## config.mk

```make
export PLATFORM = sky130hd
export DESIGN_NAME = spike_rate_encoder
export DESIGN_NICKNAME = d
export VERILOG_FILES = /design/src/rtl/spike_enc_pkg.sv /design/src/rtl/spike_coder_lane.sv /design/src/rtl/spike_rate_encoder.sv
export SDC_FILE = /design/constraint.sdc
export NUM_CORES = 1
export LEC_CHECK = 0
export CAP_MARGIN = 20
export CORE_MARGIN = 2
export CORE_UTILIZATION = 45
export DETAILED_ROUTE_END_ITERATION = 10
export PLACE_DENSITY_LB_ADDON = 0.1
export SLEW_MARGIN = 30
export SYNTH_ARGS = -nofsm -noshare
export SYNTH_HDL_FRONTEND = slang
export SYNTH_SLANG_ARGS = --single-unit
export TNS_END_PERCENT = 1
```

## constraint.sdc

```tcl
create_clock -name clk -period 3.6 [get_ports clk]
set_input_delay 0.72 -clock clk [delete_from_list [all_inputs] [get_ports clk]]
set_output_delay 0.72 -clock clk [all_outputs]
set_load 0.02 [all_outputs]
```

## src/rtl/spike_enc_pkg.sv

```systemverilog
// Shared types and helpers for the spike rate encoder.
// The LFSR constants are only used when SPIKE_ENC_LFSR_EN is defined.
package spike_enc_pkg;

    typedef enum logic {IDLE = 1'b0, ENCODE = 1'b1} enc_state_e;

    // Right-shift Galois mask for x^16 + x^14 + x^13 + x^11 + 1
    localparam logic [15:0] LFSR_TAPS       = 16'hB400;
    localparam int          LFSR_ROT_STRIDE = 5;

    function automatic logic [15:0] lfsr_next(input logic [15:0] x);
        return (x >> 1) ^ ({16{x[0]}} & LFSR_TAPS);
    endfunction

    function automatic logic [15:0] rotl16(input logic [15:0] x, input int n);
        int s;
        s = n % 16;
        return (x << s) | (x >> (16 - s));
    endfunction

endpackage

```

## src/rtl/spike_coder_lane.sv

```systemverilog
// One pixel's spike coder: sigma-delta accumulator by default,
// LFSR threshold compare when SPIKE_ENC_LFSR_EN is defined.
module spike_coder_lane
    import spike_enc_pkg::*;
#(
    parameter int PIXEL_W = 8,
    parameter int LANE    = 0
) (
    input  logic               clk,
    input  logic               rst,
    input  logic               init,
    input  logic               adv,
    input  logic [PIXEL_W-1:0] pixel,
`ifdef SPIKE_ENC_LFSR_EN
    input  logic [15:0]        lfsr,
`endif
    output logic               spike
);

`ifdef SPIKE_ENC_LFSR_EN
    logic [15:0]        rot;
    logic [PIXEL_W-1:0] rnd;
    logic               unused_lane;

    // Each lane sees a differently rotated view of the shared LFSR
    assign rot         = rotl16(lfsr, LFSR_ROT_STRIDE * LANE);
    assign rnd         = rot[PIXEL_W-1:0];
    assign spike       = pixel > rnd;
    assign unused_lane = ^{clk, rst, init, adv};
`else
    localparam logic [PIXEL_W-1:0] ACC_INIT = {1'b1, {(PIXEL_W-1){1'b0}}};

    logic [PIXEL_W-1:0] acc_q;
    logic [PIXEL_W:0]   sum;

    assign sum   = {1'b0, acc_q} + {1'b0, pixel};
    assign spike = sum[PIXEL_W];

    // init wins over adv so an end-of-frame swap starts the new frame cleanly
    always_ff @(posedge clk or posedge rst) begin
        if (rst)       acc_q <= '0;
        else if (init) acc_q <= ACC_INIT;
        else if (adv)  acc_q <= sum[PIXEL_W-1:0];
    end
`endif

endmodule

```

## src/rtl/spike_rate_encoder.sv

```systemverilog
// Frame-to-spike-train encoder with a one-deep shadow frame buffer.
// Define SPIKE_ENC_LFSR_EN for stochastic LFSR coding; default is sigma-delta.
module spike_rate_encoder
    import spike_enc_pkg::*;
#(
    parameter int          N_INPUTS   = 4,
    parameter int          PIXEL_W    = 8,
    parameter int          N_STEPS    = 10,
    parameter int          STEP_CNT_W = 5,
    parameter logic [15:0] LFSR_SEED  = 16'hACE1
) (
    input  logic                         clk,
    input  logic                         rst,
    input  logic                         load_valid,
    output logic                         load_ready,
    input  logic [N_INPUTS*PIXEL_W-1:0]  load_data,
    input  logic                         sample,
    output logic                         sample_ready,
    output logic [N_INPUTS-1:0]          in_spikes,
    output logic                         frame_done
);

    localparam logic [STEP_CNT_W-1:0] LAST_STEP = STEP_CNT_W'(N_STEPS - 1);

    enc_state_e                        state_q, state_d;
    logic [N_INPUTS-1:0][PIXEL_W-1:0]  active_q, shadow_q, load_pix;
    logic                              shadow_valid_q;
    logic [STEP_CNT_W-1:0]             step_cnt_q, step_cnt_d;
    logic                              frame_done_q, frame_done_d;
    logic                              load_fire, swap, adv;
    logic [N_INPUTS-1:0]               lane_spk;

    assign load_pix     = load_data;
    assign load_ready   = !shadow_valid_q;
    assign load_fire    = load_valid && load_ready;
    assign sample_ready = (state_q == ENCODE);
    assign in_spikes    = sample_ready ? lane_spk : '0;
    assign frame_done   = frame_done_q;

    always_comb begin
        state_d      = state_q;
        step_cnt_d   = step_cnt_q;
        frame_done_d = 1'b0;
        swap         = 1'b0;
        adv          = 1'b0;
        unique case (state_q)
            IDLE: begin
                if (shadow_valid_q) begin
                    swap       = 1'b1;
                    step_cnt_d = '0;
                    state_d    = ENCODE;
                end
            end
            ENCODE: begin
                if (sample) begin
                    adv = 1'b1;
                    if (step_cnt_q == LAST_STEP) begin
                        frame_done_d = 1'b1;
                        step_cnt_d   = '0;
                        // Pending frame continues without a bubble
                        if (shadow_valid_q) swap    = 1'b1;
                        else                state_d = IDLE;
                    end else begin
                        step_cnt_d = step_cnt_q + 1'b1;
                    end
                end
            end
            default: state_d = IDLE;
        endcase
    end

    always_ff @(posedge clk or posedge rst) begin
        if (rst) begin
            state_q        <= IDLE;
            step_cnt_q     <= '0;
            frame_done_q   <= 1'b0;
            shadow_valid_q <= 1'b0;
            shadow_q       <= '0;
            active_q       <= '0;
        end else begin
            state_q        <= state_d;
            step_cnt_q     <= step_cnt_d;
            frame_done_q   <= frame_done_d;
            // load_fire and swap are exclusive since load_ready needs an empty shadow
            shadow_valid_q <= load_fire | (shadow_valid_q & ~swap);
            if (load_fire) shadow_q <= load_pix;
            if (swap)      active_q <= shadow_q;
        end
    end

`ifdef SPIKE_ENC_LFSR_EN
    logic [15:0] lfsr_q;

    // Free-running across frames; only reset restores the seed
    always_ff @(posedge clk or posedge rst) begin
        if (rst)      lfsr_q <= LFSR_SEED;
        else if (adv) lfsr_q <= lfsr_next(lfsr_q);
    end
`else
    logic unused_seed;
    assign unused_seed = ^LFSR_SEED;
`endif

    for (genvar i = 0; i < N_INPUTS; i++) begin : g_lane
        spike_coder_lane #(
            .PIXEL_W (PIXEL_W),
            .LANE    (i)
        ) u_lane (
            .clk   (clk),
            .rst   (rst),
            .init  (swap),
            .adv   (adv),
            .pixel (active_q[i]),
`ifdef SPIKE_ENC_LFSR_EN
            .lfsr  (lfsr_q),
`endif
            .spike (lane_spk[i])
        );
    end

endmodule

```

# Word level (Yosys, flattened, before mapping)
# Cells that the tools add are included.
# W data, S select, Z words.
# totals
mem_bits_rw	0
mem_bits_ro	0
output_inout_bits	7
wordCells	57
latch_bits	0
register_bits	104
mem_count	0
# classes
bitwise	4
n_div	0
n_mux	25
reduce_logical	4
mul	0
shift	0
add_sub_neg	5
n_eq_ne	3
magnitude_cmp	0
# op_table
op	n
$mux W8	8
$add A8 B8 Y9	4
$mux W5	3
$mux W1	10
$pmux W5 S2	1
$add A5 B1 Y5 const B	1
$eq A5 B4 Y1 const B	1
$mux W4	1
$ne A2 B2 Y1 const B	2
$pmux W1 S2	2
$not A1 Y1	2
$reduce_and A2 Y1	1
$reduce_bool A2 Y1	1
$and A1 B1 Y1	1
$logic_and A1 B1 Y1	1
$logic_not A1 Y1	1
$or A1 B1 Y1	1

# Logic depth before layout (Yosys ltp)
# Gate-level depths: netlist (run 1).
# logic_depth
ltp_word	7
mapped_depth	8

# Cells and area by module
# Synthesis (run 1) repeated with hierarchy kept, for this count alone.
# hier_totals
hier_cells	454
hier_area_um2	5559.1
# modules_own_cells
module	area_each_um2	seq_area_each_um2	n_inst	cells_each
spike_rate_encoder	2974.1	1801.7	1	181
spike_coder_lane (g_lane[1].u_lane ...)	644.4	200.2	3	68
spike_coder_lane (g_lane[0].u_lane)	651.9	200.2	1	69

# Worst setup path after synthesis (run 1)
# No wires, ideal clock.
# synth_path
path_type	reg-to-output
startpoint	register active_q[0] (netlist bit)
endpoint	output in_spikes[0]
path_stages_with_launch	7
arrival_ns	1.798
n_path_buf	0
setup_slack_ns	1.082
cell_sequence	dfrtp_1 ha_1 fa_1 a211oi_1 o21ai_0 and3_1 o31a_1
# synth_via
elab_chain_len	2
# synth_rtl
element	line_no	rtl
start: declaration	spike_rate_encoder.sv:26	logic [N_INPUTS-1:0][PIXEL_W-1:0] active_q, shadow_q, load_pix;
start signal: assignment	spike_rate_encoder.sv:87	if (swap) active_q <= shadow_q;
$add A8 B8 Y9	spike_coder_lane.sv:36	assign sum = {1'b0, acc_q} + {1'b0, pixel};
$mux W4	spike_rate_encoder.sv:37	assign in_spikes = sample_ready ? lane_spk : '0;
end: declaration	spike_rate_encoder.sv:19	output logic [N_INPUTS-1:0] in_spikes,
# Every way passes these cells.

# Final worst setup path (run 1)
# layout_path
startpoint	register active_q[24] (netlist bit)
endpoint	output in_spikes[3]
# The elaborated chain is that of the path after synthesis.

==> impl_metrics.toml, run 1 <==
[run_status]
status = "complete, no violations"

[yosys]
ys_async_sr_fraction_pct = 100.0
yosysTopAreaCell = "dfrtp_1"
syn_inst = 437
ys.flop_type = "dfrtp_1"
ys_warn_count = 0
synth_area_per_cell_um2 = 12.08
synth_edf_count = 0
synth_seq_cells = 104
synthTopCellsByArea = "dfrtp_1 49%, mux2_2 14%, ha_1 8.1%, o21ai_0 2.9%, nand2_1 2.2%"
synth-seq-area-share_pct = 49.29
yosysTopAreaCellShare_pct = 49.29
synth_cell_types = 39
syn_area_um2 = 5280
synthesis.nets = 511

[grt]
track_usage_pct = 16.87
grt_max_degree = 56
grt_pass1_vias = 3628
grt-ovfl-total = 0
grt_pass1_wl_um = 17190
antenna_found_initial = 0

[finish]
antenna_cells = 0
area_growth_pct = 17.35
layout-drive-gt1-share_pct = 19.96
fillers = 1016
layout.nets = 550
post-route-util_pct = 54.26

[floorplan]
core_area_um2 = 11420
die_w_um = 112.3
dieArea_um2 = 12620
die_y_um = 112.3
start_util_pct = 46.24
rows = 39
io_pins = 43

[timing]
timing.hold.ws_ns = 0.4865
finalSetupViolCount = 0
fin_setup_tns_ns = 0
finalMaxSlewViolations = 0
max_freq_mhz = 288.2
tightest_slew_ns = 0.6319
grt_setup_unrepaired = "no"
period_needed_ns = 3.469
skew_ns = 0.008720
relSlewSlack_pct = 57.87
hold_violations = 0
fin_crit_sh_pct = 96.37

[routing]
vias_per_cell = 5.684
drcViolationCount = 0
ant_nets = 0
vias = 3547
drtIter0Drc = 138
wl_per_cell_um = 15.82
first_pass_iters = 4
wl_um = 9869

[critical_path]
startpoint_type = "flip-flop"
r2r-start = "step_cnt_q[1]$_DFFE_PP0P_"
worst_ep_arrival_time_ns = 2.75
startpoint = "active_q[24]$_DFFE_PP0P_"
crit_fanout = 3
worstSetupPathType = "flip-flop to output pin"
crit_required_ns = 2.88
cp-end-kind = "output pin"

[pwr]
ir_worst_vdd_mv = 0.6053
power_density_nw_per_um2 = 912.4
leakagePower_nw = 2.850

[clocking]
root_buffer = "clkbuf_16"
post_cts_buffers = 0
clk_pin_slew_ns = 0.07
cts_sinks = 104
cts_max_path_buffers = 2
ctsHoldBuffers = 0
clock_latency_ns = 0.35
cts_resized = 0
h-tree-depth = 3
cts_buffers = 9
cts_tree = "done"

[place]
numPortBuffers = 42
globalplace.congestion = 0.8179
place_hpwl_um = 6544

[job]
cap_violations = 0

[worst_hold_path]
hp-class = "flip-flop to flip-flop"
min-delay-start = "g_lane[2].u_lane.acc_q[2]$_DFFE_PP0P_"
[stage by stage]
step	cell area, µm²	total power [W]	std cells	worst slack [ns]
after detailed placement	5884	0.004689	608	0.4782
final	6196	0.005653	624	0.1308
after global placement	5884	0.004602	608	0.5107
after CTS	6188	0.005719	624	0.08602
after floorplan	5280	0.004078	437	0.1478
after global routing	6196	0.006160	624	0.05728
[state kept, by name, summed over array words and instances, names as in the netlist]
register,count
g_lane.u_lane.acc_q,32
frame_done,1
shadow_valid_q,1
shadow_q,32
sample_ready,1
active_q,32
step_cnt_q,5
[routing by layer]
metal / vias to the layer above / part of all wire [%] / track usage (%)
met5: - / 0 / 0
met4: 0 / 0.64 / 4.146
met3: 5 / 3.5 / 4.644
met2: 56 / 47 / 27.59
met1: 1770 / 49 / 22.51
li1: 1716 / - / -
[power breakdown]
| group | internal (W) | switching (W) |
|---|---|---|
| Combinational | 0.00137 | 0.00122 |
| Sequential | 0.00173 | 0.000339 |
| Clock | 0.000547 | 0.000445 |
| Total | 0.00365 | 0.00200 |
[cells in the mapped netlist, types with 2 or more instances]
master	instances
a2111oi_0	4
o311a_1	4
o2111a_1	4
dfrtp_1	104
a22o_1	9
o211a_1	4
mux2_2	65
o21bai_1	4
o31ai_1	4
xnor2_1	13
nand3_1	2
and3_1	5
nor2_1	10
inv_1	4
a21o_1	14
a21oi_1	12
a221o_1	4
o21a_1	4
ha_1	34
buf_2	15
clkbuf_1	5
nor4_1	4
o21ai_0	31
nand2_1	31
a211oi_1	12
o41ai_1	4
or2_2	5
fa_1	4
a21boi_0	2
o31a_1	4
nor3_1	8
[layout by cell type (no fill, tap or decap), drive strengths merged, types with 2 or more instances in the layout]
master | synthesis | routed
clkdlybuf4s50 | 0 | 39
buf | 15 | 6
nand2 | 31 | 31
a21boi | 2 | 2
clkinv | 0 | 4
nor3 | 8 | 8
a22o | 9 | 9
nor2 | 10 | 10
o311a | 4 | 4
a221o | 4 | 4
a2111oi | 4 | 4
o21bai | 4 | 4
nand3 | 2 | 2
mux2 | 65 | 65
o31ai | 4 | 4
dfrtp | 104 | 104
o2111a | 4 | 4
fa | 4 | 4
or2 | 5 | 5
a21oi | 12 | 12
inv | 4 | 6
xnor2 | 13 | 13
and3 | 5 | 5
o31a | 4 | 4
clkbuf | 5 | 9
a211oi | 12 | 12
ha | 34 | 34
o211a | 4 | 4
a21o | 14 | 14
nor4 | 4 | 4
o21a | 4 | 4
o21ai | 32 | 32
o41ai | 4 | 4
dlymetal6s2s | 0 | 3
[final timing paths]
path                       slack (ns)                                    end  depth (start not counted)
max in group asynchronous        2.06  g_lane[0].u_lane.acc_q[5]$_DFFE_PP0P_                          3
setup reg to reg                 1.27  g_lane[2].u_lane.acc_q[5]$_DFFE_PP0P_                          7
min in group asynchronous        0.82               shadow_q[17]$_DFFE_PP0P_                          2
hold / removal                   0.49  g_lane[2].u_lane.acc_q[2]$_DFFE_PP0P_                          2
hold reg to reg                  0.49  g_lane[2].u_lane.acc_q[2]$_DFFE_PP0P_                          2
setup / recovery                 0.13                           in_spikes[3]                          7
[cell families after synthesis]
logic type               share of synthesized area, %
AO/OA/AOI/OAI                                   16.66
flip-flops                                      49.29
AND/OR/NAND/NOR                                 6.233
multiplexers                                    13.86
adder cells (fa/ha/maj)                         9.574
buffers and inverters                           2.062
XOR/XNOR                                        2.322
[layout make-up]
type	instances	area, µm²	share of cell area (%)
clock inverter	7	78.83	1.272
multi-input combinational	309	2595	41.88
clock buffer	9	225.2	3.635
sequential	104	2603	42.00
inverter	4	17.52	0.2827
timing repair buffer	48	498.0	8.037
tap	143	178.9	2.888
[worst max-delay path: stages (launching register included)]
cell and delay [ns]:
dfrtp_1 0.38, ha_1 0.24, fa_1 0.43, a211oi_1 0.21, o21ai_0 0.14, and3_1 0.20, o31a_1 0.25, clkdlybuf4s50_1 0.54
Note: power is estimated with default switching activity, not from simulation.
==> inputs of run 2 (changes only) <==
SKIP_CTS_REPAIR_TIMING = 1   (was default)
==> results of run 2 <==
No change in the layout: final DEF, timing and power equal those of run 1.
